<file path="src/rtl/rr_index_arbiter_if.sv">
// Grant handshake between rr_index_arbiter and its consumer.
// Carries the request vector, valid/ready, and the winning index.
interface rr_index_arbiter_if #(
    parameter int width = 8
);
    localparam int idxw = $clog2(width);

    logic [width-1:0] Req;
    logic             Valid;
    logic             Ready;
    logic [idxw-1:0]  Idx;

    modport master (
        input  Req,
        input  Ready,
        output Valid,
        output Idx
    );

    modport slave (
        output Req,
        output Ready,
        input  Valid,
        input  Idx
    );
endinterface

</file>
<file path="src/rtl/rr_index_arbiter.sv">
// Round-robin arbiter emitting a binary winner index.
// Each grant is held under valid/ready until the consumer accepts it.
module rr_index_arbiter #(
    parameter int width = 8
) (
    input  logic               clk_i,
    input  logic               rst_ni,
    rr_index_arbiter_if.master arb
);
    localparam int idxw = $clog2(width);

    typedef enum logic {
        IDLE,
        HOLD
    } state_t;

    state_t          state;
    logic            valid_q;
    logic [idxw-1:0] idx_q;
    logic [idxw-1:0] ptr_q;
    logic [idxw-1:0] nxt_ptr;
    logic [idxw-1:0] base;
    logic [idxw-1:0] cand;
    logic [idxw-1:0] hit_idx;
    logic            hit;
    logic            accept;

    assign accept  = valid_q & arb.Ready;
    assign nxt_ptr = (idx_q == idxw'(width - 1)) ? '0 : idx_q + idxw'(1);
    // On accept the search already uses the advanced pointer.
    assign base    = accept ? nxt_ptr : ptr_q;

    // Walk downward so the lowest offset from base wins.
    always_comb begin
        hit     = 1'b0;
        hit_idx = '0;
        cand    = '0;
        for (int k = width - 1; k >= 0; k--) begin
            int j;
            j = int'(base) + k;
            if (j >= width) begin
                j = j - width;
            end
            cand = idxw'(j);
            if (arb.Req[cand]) begin
                hit     = 1'b1;
                hit_idx = cand;
            end
        end
    end

    always_ff @(posedge clk_i or negedge rst_ni) begin
        if (!rst_ni) begin
            state   <= IDLE;
            valid_q <= 1'b0;
            idx_q   <= '0;
            ptr_q   <= '0;
        end else begin
            unique case (state)
                IDLE: begin
                    if (hit) begin
                        idx_q   <= hit_idx;
                        valid_q <= 1'b1;
                        state   <= HOLD;
                    end
                end
                HOLD: begin
                    if (arb.Ready) begin
                        ptr_q <= nxt_ptr;
                        if (hit) begin
                            idx_q <= hit_idx;
                        end else begin
                            valid_q <= 1'b0;
                            state   <= IDLE;
                        end
                    end
                end
                default: begin
                    state   <= IDLE;
                    valid_q <= 1'b0;
                end
            endcase
        end
    end

    assign arb.Valid = valid_q;
    assign arb.Idx   = idx_q;
endmodule

</file>
<file path="src/flat_wrapper.sv">
// flat-port wrapper written by rule: the top's interface ports become plain ports
module rr_index_arbiter_flat 
#(
    parameter int width = 8
)
  (clk_i, rst_ni, arb_Req, arb_Ready, arb_Valid, arb_Idx);
  rr_index_arbiter_if #(.width(width)) arb_i ();
  input  logic clk_i;
  input  logic rst_ni;
  input wire logic [$bits(arb_i.Req)-1:0] arb_Req;
  input wire logic [$bits(arb_i.Ready)-1:0] arb_Ready;
  output wire logic [$bits(arb_i.Valid)-1:0] arb_Valid;
  output wire logic [$bits(arb_i.Idx)-1:0] arb_Idx;
  assign arb_i.Req = arb_Req;
  assign arb_i.Ready = arb_Ready;
  assign arb_Valid = arb_i.Valid;
  assign arb_Idx = arb_i.Idx;
  rr_index_arbiter #(.width(width)) u_core (.clk_i(clk_i), .rst_ni(rst_ni), .arb(arb_i));
endmodule
</file>
<file path="config.mk">
export PLATFORM = sky130hd
export DESIGN_NAME = rr_index_arbiter_flat
export DESIGN_NICKNAME = d
export VERILOG_FILES = /design/src/rtl/rr_index_arbiter_if.sv /design/src/rtl/rr_index_arbiter.sv /design/src/flat_wrapper.sv
export SDC_FILE = /design/constraint.sdc
export NUM_CORES = 1
export LEC_CHECK = 0
export CAP_MARGIN = 20
export CORE_MARGIN = 2
export CORE_UTILIZATION = 56
export CTS_CLUSTER_DIAMETER = 150
export DETAILED_ROUTE_END_ITERATION = 12
export HOLD_SLACK_MARGIN = 0.02
export PLACE_DENSITY = 0.88
export REMOVE_ABC_BUFFERS = 1
export SLEW_MARGIN = 25
export SYNTH_ARGS = -nofsm -noshare
export SYNTH_HDL_FRONTEND = slang
export SYNTH_SLANG_ARGS = --single-unit
</file>
<file path="constraint.sdc">
create_clock -name clk_i -period 4.2 [get_ports clk_i]
set_input_delay 1.26 -clock clk_i [delete_from_list [all_inputs] [get_ports clk_i]]
set_output_delay 1.26 -clock clk_i [all_outputs]
set_load 0.1 [all_outputs]
</file>
==> impl_metrics.ini <==
[global_route]
grt-busiest-layer = met2
grt_max_degree = 18
grt_pass1_vias = 1234
grt_util_met1 = 0.340
antenna_found_initial = 0
track_usage = 0.271
grt_pass1_wl_um = 5600
overflow = 0
met3_usage = 0.0343
gr-usage-met2 = 0.473

[routing]
avgViaCountPerCell = 6.42
wire_per_inst_um = 17.1
ant_nets = 0
drtIter0Drc = 42
num_vias = 1252
drt-total-wl_um = 3340
drt_first_pass_iters = 4
drc_errors = 0

[sta]
fin_skew_ns = 0.000336
holdWs_ns = 0.522
relSlewSlack = 0.353
period_needed_ns = 3.95
tightest_slew_ns = 0.968
hold_viol = 0
finalMaxSlewViolations = 0
setup_tns_ns = 0
setup_viol = 0
rsz0062_at_grt = false
fmax_mhz = 253
timing.final.crit_share = 0.939

[hold_path]
hp-class = reg -> reg
holdPathStages = 2
min_to = u_core.ptr_q[0]$_DFFE_PN0P_
min_from = u_core.ptr_q[0]$_DFFE_PN0P_

[worst_setup_path]
r2r_start = u_core.arb.Idx[0]$_DFFE_PN0P_
cp-start-kind = input port
crit_path_end_kind = flip-flop
r2r_slack_ns = 0.96
rr_worst_depth = 11
worstPathArrival_ns = 4.03
cp_max_fo = 6
crit_chain = clkdlybuf4s50_1, a21bo_1, and2_4, inv_4, ha_1, mux4_2, mux2i_1, o21ai_1, a311oi_1, or4b_1, a31oi_1
r2r-end = u_core.arb.Idx[0]$_DFFE_PN0P_
slowest_stage = clkdlybuf4s50_1
path_class = in -> reg
crit_required_ns = 4.29
slowest_delay_ns = 0.56

[yosys]
synth-main-ff-cell = dfrtp_1
yosysSeqAreaShare = 0.151
yosysWarningCount = 0
synth_edf_count = 0
syn_inst = 145
synth-async-reset-ratio = 1.00
syn_area_per_cell_um2 = 9.16
ys_ff_latch = 8
synth.distinct_cells = 49
synth_area_um2 = 1330

[clock_network]
cts_resized = 0
cts.sinks = 8
cts_made_buffers = 3
cts_buffer_depth = 2
clk_pin_slew_ns = 0.05
post_cts_buffers = 0
clk_latency_ns = 0.25
cts_tree = done
ctsRootBufferMaster = clkbuf_4
cts-hold-fix-buffers = 0
htreeDepth = 1

[layout]
final_nets = 184
n_antenna_cell = 0
fillers = 170
drive_gt1_frac = 0.234
fin_area_um2 = 1570
syn2layout_area_growth_pct = 18.3

[die]
start_util = 0.594
core_area_um2 = 2230
die_w_um = 52.7
dieArea_um2 = 2780
ioPinCount = 15
die-height_um = 52.7
rows = 17

[flow_run]
cap_violations = 0

[placed_design]
dp_hpwl_um = 2630
portBuffers = 14
place.gp.congestion = 0.946
placed_area_um2 = 1550

[run_status]
status = completed
## flip-flops by register name, summed over array words and instances, names as in the netlist
signal and count:
u_core.arb.Idx 3, u_core.ptr_q 3, u_core.state 1, u_core.arb.Valid 1
## routing by layer
layer | routed length [um] | share of wire
met1 | 1470 | 0.44
met2 | 1670 | 0.50
met3 | 175 | 0.052
met4 | 21 | 0.0063
met5 | 0 | 0
## critical path: cells and delay by family
| kind | cells | cell delay [ns] |
|---|---|---|
| AO/OA/AOI/OAI | 4 | 0.74 |
| adder cells (fa/ha/maj) | 1 | 0.37 |
| buffers and inverters | 2 | 0.62 |
| multiplexers | 2 | 0.66 |
| AND/OR/NAND/NOR | 2 | 0.38 |
## synth_stat cells (all sizes together) (2+ instances only)
cell type  count  area share
a211o          2       0.013
a211oi         2       0.011
a21bo          2       0.015
a21boi         5       0.028
a21oi          2      0.0075
a22oi          2       0.011
a31oi          3       0.014
a32oi          5       0.033
and3           2       0.013
buf            6       0.026
dfrtp          8        0.15
ha             4       0.038
inv            8       0.025
mux2           7       0.059
mux2i         21        0.16
mux4           7        0.12
nand2          9       0.025
nand3          7       0.026
nor2           8       0.028
nor2b          3       0.014
nor3           2      0.0075
o21ai         10       0.038
xnor2          4       0.026
## layout make-up
type	count	area, um^2	share of cell area
Multi-Input combinational cell	123	1060	0.675
Timing Repair Buffer	25	220	0.140
Inverter	8	32.5	0.0207
Tap cell	28	35.0	0.0223
Sequential cell	8	200	0.127
Clock buffer	3	22.5	0.0143
## cells in the final DEF, fill, tap and decap left out, drive strengths merged, types with 8 or more instances in the layout
cell,count
mux2i,21
o21ai,10
clkdlybuf4s50,13
dfrtp,8
inv,8
buf,12
nand2,9
nor2,8
## kinds of logic after synthesis
kind of cell / count (synthesis) / synth area share
compound gates: 41 / 0.222
simple gates: 38 / 0.167
mux: 35 / 0.339
buf+inv: 14 / 0.0509
flops: 8 / 0.151
xor+xnor: 5 / 0.0330
fa+ha+maj: 4 / 0.0377
## through the flow
| step | setup WS (ns) | std cells | utilization |
|---|---|---|---|
| 6_report | 0.255 | 195 | 0.703 |
| 4_1_cts | 0.268 | 195 | 0.703 |
| 3_3_place_gp | 0.0983 | 192 | 0.693 |
| 2_1_floorplan | 0.466 | 139 | - |
| 5_1_grt | 0.101 | 195 | 0.703 |
| 3_5_place_dp | 0.0125 | 192 | 0.693 |
## worst max-delay path by stage
stage                                        from                             to  slack (ns)
floorplan           u_core.arb.Idx[0]$_DFFE_PN0P_  u_core.arb.Idx[0]$_DFFE_PN0P_        0.47
global placement                        arb_Ready  u_core.arb.Idx[0]$_DFFE_PN0P_         0.1
detailed placement                      arb_Ready  u_core.arb.Idx[0]$_DFFE_PN0P_        0.01
CTS                                     arb_Ready  u_core.arb.Idx[0]$_DFFE_PN0P_        0.27
global route                            arb_Ready  u_core.arb.Idx[0]$_DFFE_PN0P_        0.10
finish                                  arb_Ready  u_core.arb.Idx[0]$_DFFE_PN0P_        0.25
Power is left out: the tool's default activity adds up to more than one toggle a clock period on the data nets, which glitch-free logic cannot reach.
